`src/rtl/arbiter_pkg.sv`:
```
// Shared definitions for the 4-way round-robin arbiter.
//   arb_state_t : FSM state (IDLE, GRANT)
//   N_REQ       : number of requesters
//   IDX_W       : width of a requester index
//   rr_pick     : round-robin winner search starting just after a pointer
package arbiter_pkg;

    typedef enum logic {IDLE, GRANT} arb_state_t;

    localparam int N_REQ = 4;
    localparam int IDX_W = 2;

    // Scan candidates ptr+4 down to ptr+1. Each later hit overwrites an
    // earlier one, so the candidate closest after ptr wins. ptr+4 wraps to
    // ptr itself, which makes the last winner the lowest-priority choice.
    function automatic logic [IDX_W-1:0] rr_pick(input logic [N_REQ-1:0] req,
                                                 input logic [IDX_W-1:0] ptr);
        logic [IDX_W-1:0] cand;
        logic [IDX_W-1:0] win;
        win = ptr;
        for (int k = N_REQ; k >= 1; k--) begin
            cand = ptr + IDX_W'(k);
            if (req[cand]) begin
                win = cand;
            end
        end
        return win;
    endfunction

endpackage

```
`src/rtl/decoder_2_4.sv`:
```
// 2-to-4 binary to one-hot decoder.
// Ports:
//   i_idx    in  2  binary index
//   o_onehot out 4  one-hot decode of i_idx
module decoder_2_4 (
    input  logic [1:0] i_idx,
    output logic [3:0] o_onehot
);

    always_comb begin
        o_onehot = 4'b0001 << i_idx;
    end

endmodule

```
`src/rtl/arbiter_rr_4.sv`:
```
// Round-robin arbiter sharing one resource between 4 requesters. A grant is
// held until the winner drops its request or MAX_HOLD cycles elapse, then
// the arbiter always spends one IDLE cycle before granting again.
// Ports:
//   i_clk         in  1  clock, all state on rising edge
//   i_rst_n       in  1  synchronous active-low reset
//   i_req         in  4  level request per requester
//   o_grant       out 4  one-hot grant, zero when no grant
//   o_grant_idx   out 2  binary index of grant (meaningful with o_grant_valid)
//   o_grant_valid out 1  high while a grant is held
//   o_timeout     out 1  one-cycle pulse after a forced revoke
module arbiter_rr_4
    import arbiter_pkg::*;
#(
    parameter int MAX_HOLD = 16
) (
    input  logic       i_clk,
    input  logic       i_rst_n,
    input  logic [3:0] i_req,
    output logic [3:0] o_grant,
    output logic [1:0] o_grant_idx,
    output logic       o_grant_valid,
    output logic       o_timeout
);

    localparam int CNT_W = $clog2(MAX_HOLD);
    localparam logic [CNT_W-1:0] CNT_LAST = CNT_W'(MAX_HOLD - 1);

    arb_state_t       r_state;
    logic [IDX_W-1:0] r_idx;
    logic [CNT_W-1:0] r_cnt;
    logic [IDX_W-1:0] r_ptr;
    logic             r_timeout;

    arb_state_t       w_state_nxt;
    logic [IDX_W-1:0] w_idx_nxt;
    logic [CNT_W-1:0] w_cnt_nxt;
    logic [IDX_W-1:0] w_ptr_nxt;
    logic             w_timeout_nxt;
    logic [IDX_W-1:0] w_win;
    logic [N_REQ-1:0] w_dec;
    logic             w_valid;

    assign w_win = rr_pick(i_req, r_ptr);

    // State register. Reset points the pointer at requester 3 so that
    // requester 0 is first in line after reset.
    always_ff @(posedge i_clk) begin
        if (!i_rst_n) begin
            r_state   <= IDLE;
            r_idx     <= '0;
            r_cnt     <= '0;
            r_ptr     <= IDX_W'(N_REQ - 1);
            r_timeout <= 1'b0;
        end else begin
            r_state   <= w_state_nxt;
            r_idx     <= w_idx_nxt;
            r_cnt     <= w_cnt_nxt;
            r_ptr     <= w_ptr_nxt;
            r_timeout <= w_timeout_nxt;
        end
    end

    // Next-state logic. A release in the limit cycle takes precedence over
    // the revoke, so no timeout pulse is produced in that case.
    always_comb begin
        w_state_nxt   = r_state;
        w_idx_nxt     = r_idx;
        w_cnt_nxt     = r_cnt;
        w_ptr_nxt     = r_ptr;
        w_timeout_nxt = 1'b0;
        case (r_state)
            IDLE: begin
                if (|i_req) begin
                    w_state_nxt = GRANT;
                    w_idx_nxt   = w_win;
                    w_ptr_nxt   = w_win;
                    w_cnt_nxt   = '0;
                end
            end
            GRANT: begin
                if (!i_req[r_idx]) begin
                    w_state_nxt = IDLE;
                    w_cnt_nxt   = '0;
                end else if (r_cnt == CNT_LAST) begin
                    w_state_nxt   = IDLE;
                    w_cnt_nxt     = '0;
                    w_timeout_nxt = 1'b1;
                end else begin
                    w_cnt_nxt = r_cnt + 1'b1;
                end
            end
            default: begin
                w_state_nxt = IDLE;
            end
        endcase
    end

    assign w_valid = (r_state == GRANT);

    decoder_2_4 u_dec (
        .i_idx    (r_idx),
        .o_onehot (w_dec)
    );

    assign o_grant       = w_dec & {N_REQ{w_valid}};
    assign o_grant_idx   = r_idx;
    assign o_grant_valid = w_valid;
    assign o_timeout     = r_timeout;

endmodule

```
`config.mk`:
```
export PLATFORM = sky130hd
export DESIGN_NAME = arbiter_rr_4
export DESIGN_NICKNAME = d
export VERILOG_FILES = /design/src/rtl/arbiter_pkg.sv /design/src/rtl/decoder_2_4.sv /design/src/rtl/arbiter_rr_4.sv
export SDC_FILE = /design/constraint.sdc
export NUM_CORES = 1
export LEC_CHECK = 0
export CAP_MARGIN = 20
export CORE_AREA = 10 10 47 49
export DETAILED_ROUTE_END_ITERATION = 10
export DIE_AREA = 0 0 57 59
export HOLD_SLACK_MARGIN = 0.15
export MAX_ROUTING_LAYER = met4
export PLACE_DENSITY = 0.75
export SYNTH_ARGS = -nofsm -noshare
export SYNTH_HDL_FRONTEND = slang
export SYNTH_HIERARCHICAL = 1
export SYNTH_SLANG_ARGS = --single-unit
```
`constraint.sdc`:
```
create_clock -name i_clk -period 1.63 [get_ports i_clk]
set_input_delay 0.163 -clock i_clk [delete_from_list [all_inputs] [get_ports i_clk]]
set_output_delay 0.163 -clock i_clk [all_outputs]
set_load 0.01 [all_outputs]
```
; After elaboration in Yosys (flattened, before gate mapping)
; Cells that the tools add are included.
[totals]
ff_bits = 10
out_inout_bits = 8
elab_cells = 41
inputBits = 6
[op_classes]
n_reduce_logical = 3
mux = 20
bitwise = 2
order_cmp = 4
n_eq_ne = 2
n_shift = 1
n_addsub = 4
[op_table]
columns = cell, count
row1 = "< comparator 2 x 3 -> 1 bit, second input constant", 4
row2 = 2-to-1 mux 4 bit, 3
row3 = binary-select mux 1 bit (select 2 bit), 4
row4 = 2-to-1 mux 1 bit, 8
row5 = case mux 4 bit (2 select lines), 1
row6 = 2-to-1 mux 2 bit, 3
row7 = "adder 2 bit, second input constant", 2
row8 = "adder 4 x 1 -> 4 bit, second input constant", 1
row9 = AND 4 bit, 1
row10 = "equality test 4 bit, second input constant", 1
row11 = OR reduction 4 bit, 1
row12 = "<< shifter 1 x 2 -> 4 bit, first input constant", 1
row13 = AND reduction 3 bit, 1
row14 = "adder 2 x 1 -> 2 bit, second input constant", 1
row15 = "!= test 2 bit, second input constant", 1
row16 = case mux 1 bit (2 select lines), 1
row17 = AND reduction 2 bit, 1
row18 = inverter 1 bit, 1

; Longest topological paths before layout
[depth]
word_depth = 6
mapped_depth = 5
mapped_depth_nobuf = 5

; By module
; The synthesis kept the hierarchy.
[by_module_without_submodules]
columns = mod, cells_per_inst, area_per_inst_um2, seq_area_each_um2, instances
row1 = arbiter_rr_4, 71, 594.3, 200.2, 1
row2 = decoder_2_4, 4, 26.3, 0.0, 1

; Least setup slack after synthesis
; No wires, ideal clock.
[synth_timing]
path_type = register to register
start = register r_idx[1] (netlist: o_grant_idx[1])
end = register r_cnt[2]
path_stages_with_launch = 5
period_less_slack_ns = 1.199
required_time_ns = 1.504
n_path_buf = 0
arrival_time_ns = 1.073
setup_ns = 0.126
slack_ns = 0.431
cell_sequence = dfxtp_1 > mux2i_1 > o22ai_2 > a21oi_1 > a31oi_1
[synth_via]
elab_chain_cells = 4
[synth_lines]
columns = item, line_no
row1 = "start, declared", arbiter_rr_4.sv:30  ; logic [IDX_W-1:0] r_idx;
row2 = "start signal, assigned", arbiter_rr_4.sv:57  ; r_idx <= w_idx_nxt;
row3 = binary-select mux 1 bit (select 2 bit), arbiter_rr_4.sv:82  ; if (!i_req[r_idx]) begin
row4 = 2-to-1 mux 1 bit (not written as such), arbiter_rr_4.sv:82
row5 = 2-to-1 mux 4 bit, arbiter_rr_4.sv:82
row6 = case mux 4 bit (2 select lines), arbiter_rr_4.sv:72  ; case (r_state)
row7 = "end signal, assigned", arbiter_rr_4.sv:58  ; r_cnt <= w_cnt_nxt;
row8 = "end, declared", arbiter_rr_4.sv:31  ; logic [CNT_W-1:0] r_cnt;
; No other way between the ends. The select of a mux whose other input is x is not followed.
; A chain may end at the register's enable or synchronous reset.

; Worst setup path in the final report
[layout_timing]
start = register r_idx[0] (netlist: o_grant_idx[0])
end = output o_grant[0]
[layout_via]
elab_chain_cells = 2
[layout_lines]
columns = item, line_no
row1 = << shifter 1 x 2 -> 4 bit, decoder_2_4.sv:11  ; o_onehot = 4'b0001 << i_idx;
row2 = net w_dec[0], arbiter_rr_4.sv:41  ; logic [N_REQ-1:0] w_dec;
row3 = AND 4 bit, arbiter_rr_4.sv:106  ; assign o_grant = w_dec & {N_REQ{w_valid}};
row4 = "end, declared", arbiter_rr_4.sv:20  ; output logic [3:0] o_grant,
; The timed path passes the listed nets, and every way through them passes these cells.

==> results.md <==
- Outcome: finished, final reports clean
- Hpwl dp: 1040 microns
- Initial antenna violation count: 0
- Non-filler cells, final: approximately 110
- Final Critical Period: about 1.5 ns
- Post-Synthesis Cells: 75
- Worst Tran Pin Value: roughly 0.31 ns
- Fmax: 656 MHz
- Vert. Die Dim: around 59 microns
- Number of port buffers: 13
- Internal: 0.468 mW
- Num ports: 14
- Max-Cap Viols: 0
- CTS tree: yes
- Clock Sinks: 10
- Clock latency at the later pin of the worst-skew pair: 0.27 ns
- Clk slew on worst S/H paths: 0.06 ns
- Seq pwr share: 47.6%
- Crit path required time: 1.47 ns
- Maximum vdd ir drop: between 0.5 and 0.6 mV
- Power share of the combinational group: approximately 28%
- Final worst path period share: slightly above 90%
- Die X: between 50 and 60 microns
- Mean area per synthesized cell: approximately 8.3 sq um
- WL per Instance: 12.4 microns
- Area growth, synth to finish: 30.8%
- Core Box Area: around 1400 sq um
- Vias in the first global route: between 500 and 600
- Final Power: 0.676 mW
- Post-route ant nets: 0
- Fraction of layout cells with a size suffix above 1: about 15%
- Total gr overflow: 0
- Slowest stage cell, crit path: clkdlybuf4s50_1
- DRT Wirelength: about 1300 microns
- Drc violations: 0
- Total GRT Usage: 8.66%
- Crit path cell chain: nor2_1 -> and2_1 -> clkdlybuf4s50_1
- Max stage delay on crit path: around 0.53 ns
- Initial core utilization: approximately 44%
- Crit. End Element: output pin
- Arrival time worst endpoint: between 1 and 1.5 ns
- Ant diodes: 0
- Hold Crit Start: o_grant_idx[1]
- Dpl cells: approximately 110
- Clk pwr share: between 20 and 25%
- Cell Area, Synth: 621 sq um
- Setup slack after layout: about 0.10 ns
- FF-to-FF Start: r_ptr[1]
- Kind of critical path: reg -> out
- Final setup violation count: 0
- Switch Pwr: around 0.21 mW
- Vias per cell: 5.44
- Routability Congestion: 0.805
- Final Slew Violations: 0
- Largest net degree at the start of global routing: 11
- Num CTS Buffers: 3
- 1st-pass router iterations: 5
- #FFs+latches synth: 10
- Switching Fraction: a little under a third
- Register area share after synthesis: roughly 32%
- Vias: 587
- Leakage: approximately 0.36 nW
- Die area: between 3000 and 4000 sq um
- Critical-path maximum fanout: 10
- CP bufs+invs: 1
- H-tree Lvls: 1
- Worst slack, placed: roughly 0.017 ns
- First-pass GRT wire length: 2220 microns
- Filler cells: roughly 130
- Max Clock Skew: 0.00628 ns
- Final Hold Fails: 0
- Row Count: 14
- Layout net count: around 100
- Post-synth cell types: 32
- Critical path startpoint: o_grant_idx[0]
- Setup TNS: 0 ns
- Power Dens Cells: ~830 nW/um^2
- Clk root buf: clkbuf_4
- Initial DRC count: 17
- Longest Clk Path Bufs: 2
- Mapped Nets: just over 80
- Setup crit start kind: flip-flop
- Slew margin rel.: between 70% and 80%
- Yosys warnings: 6
- CP top delay family: buffers and inverters
- Hold Buf Count CTS: 0
- RSZ-0062 raised after global routing: no
- Hold WC Path Type: reg -> reg
[state kept, by name (all words and copies together) (netlist names)]
register and count:
r_cnt 4, o_grant_valid 1, o_timeout 1, o_grant_idx 2
r_ptr 2
[Yosys cell counts (all sizes together)]
master,instances,share of area [%]
a21boi,3,4.2
a21o,1,1.2
a21oi,6,4.8
a311o,1,1.6
a31oi,2,2.0
a41oi,1,1.4
and2,5,5.2
and2b,1,1.4
and3,1,1.0
buf,1,1.8
clkbuf,1,0.81
dfxtp,10,32
ha,1,2.0
inv,5,3.0
mux2i,2,3.2
nand2,5,3.0
nand2b,2,2.0
nand3,5,4.0
nand3b,2,2.4
nor2,3,1.8
nor2b,2,2.0
nor3,2,1.6
nor3b,1,1.2
nor4,2,4.4
o2111ai,1,1.4
o211ai,2,2.4
o21ai,5,4.0
o22ai,1,2.0
or2,1,1.4
[path summary, 6_finish.rpt]
check	cells past startpoint	slack, ns	endpoint
max	3	0.10	o_grant[0]
min	2	0.50	o_grant_idx[1]
min reg2reg	2	0.50	o_grant_idx[1]
max reg2reg	4	0.34	o_grant_idx[0]
[power groups by stage]
stage	combinational (mW)	sequential [mW]	clock, mW
floorplan	0.121	0.317	0
global placement	0.190	0.324	0
detailed placement	0.192	0.325	0
CTS	0.193	0.322	0.170
global route	0.211	0.330	0.181
finish	0.191	0.322	0.163
[tightest hold or removal path: cells and delay by family, from the launching register on]
family / cells / cell delay [ns]
flip-flops: 1 / 0.34
AND/OR/NAND/NOR: 1 / 0.07
AO/OA/AOI/OAI: 1 / 0.05
[per-layer routing]
| metal | GRT usage (%) | wire length [microns] |
|---|---|---|
| met5 | - | 0 |
| met4 | 5.03 | 31 |
| met3 | 5.36 | 143 |
| met2 | 12.7 | 557 |
| met1 | 8.67 | 611 |
[cells by family after synthesis]
group	share of synthesized area (%)
simple gates	31.7
compound gates	25.2
mux	3.23
buf+inv	5.64
fa+ha+maj	2.02
flops	32.3
[layout make-up]
| type | instances | area [sq um] | share of cell area, % |
|---|---|---|---|
| inverters | 5 | 18.8 | 2.31 |
| clock buffers | 3 | 22.5 | 2.77 |
| repair buffers | 16 | 160 | 19.7 |
| well taps | 16 | 20.0 | 2.47 |
| flip-flops and latches | 10 | 205 | 25.3 |
| multi-input cells | 58 | 385 | 47.5 |
[cells in the final DEF, fill, tap and decap left out]
cell and n:
nand3_1 5, or2_4 1, o22ai_2 1, a311o_1 1
a41oi_1 1, o2111ai_1 1, nand3b_1 2, nor3_1 2
ha_1 1, a21boi_2 1, inv_1 5, o211ai_1 2
o21ai_0 5, a31oi_1 2, nor2b_1 2, nor2_1 3
nor3b_1 1, clkbuf_4 3, a21o_1 1, nand2b_1 2
and3_1 1, mux2i_1 2, buf_4 3, nor4_4 1
clkdlybuf4s50_1 10, and2_2 1, and2b_2 1, a21boi_0 2
dfxtp_1 8, nor4_1 1, and2_1 4, dfxtp_4 1
dfxtp_2 1, dlymetal6s2s_1 3, a21oi_1 6, nand2_1 5
[through the flow]
| step | area [sq um] | hold slack [ns] | util [%] |
|---|---|---|---|
| after floorplan | 621 | 0.235 | - |
| after global placement | 777 | 0.484 | 55.4 |
| after detailed placement | 777 | 0.493 | 55.4 |
| after CTS | 805 | 0.501 | 57.4 |
| after global routing | 812 | 0.533 | 57.9 |
| final | 812 | 0.500 | 57.9 |
[what timing repair did]
item                                    in CTS  in global routing
buffers inserted                             0                  0
pin swaps                                    0                  0
gates resized for setup                      3                  3
cloned                                       0                  0
endpoints found under the setup margin       2                  3
(Power assumes the default switching activity.)
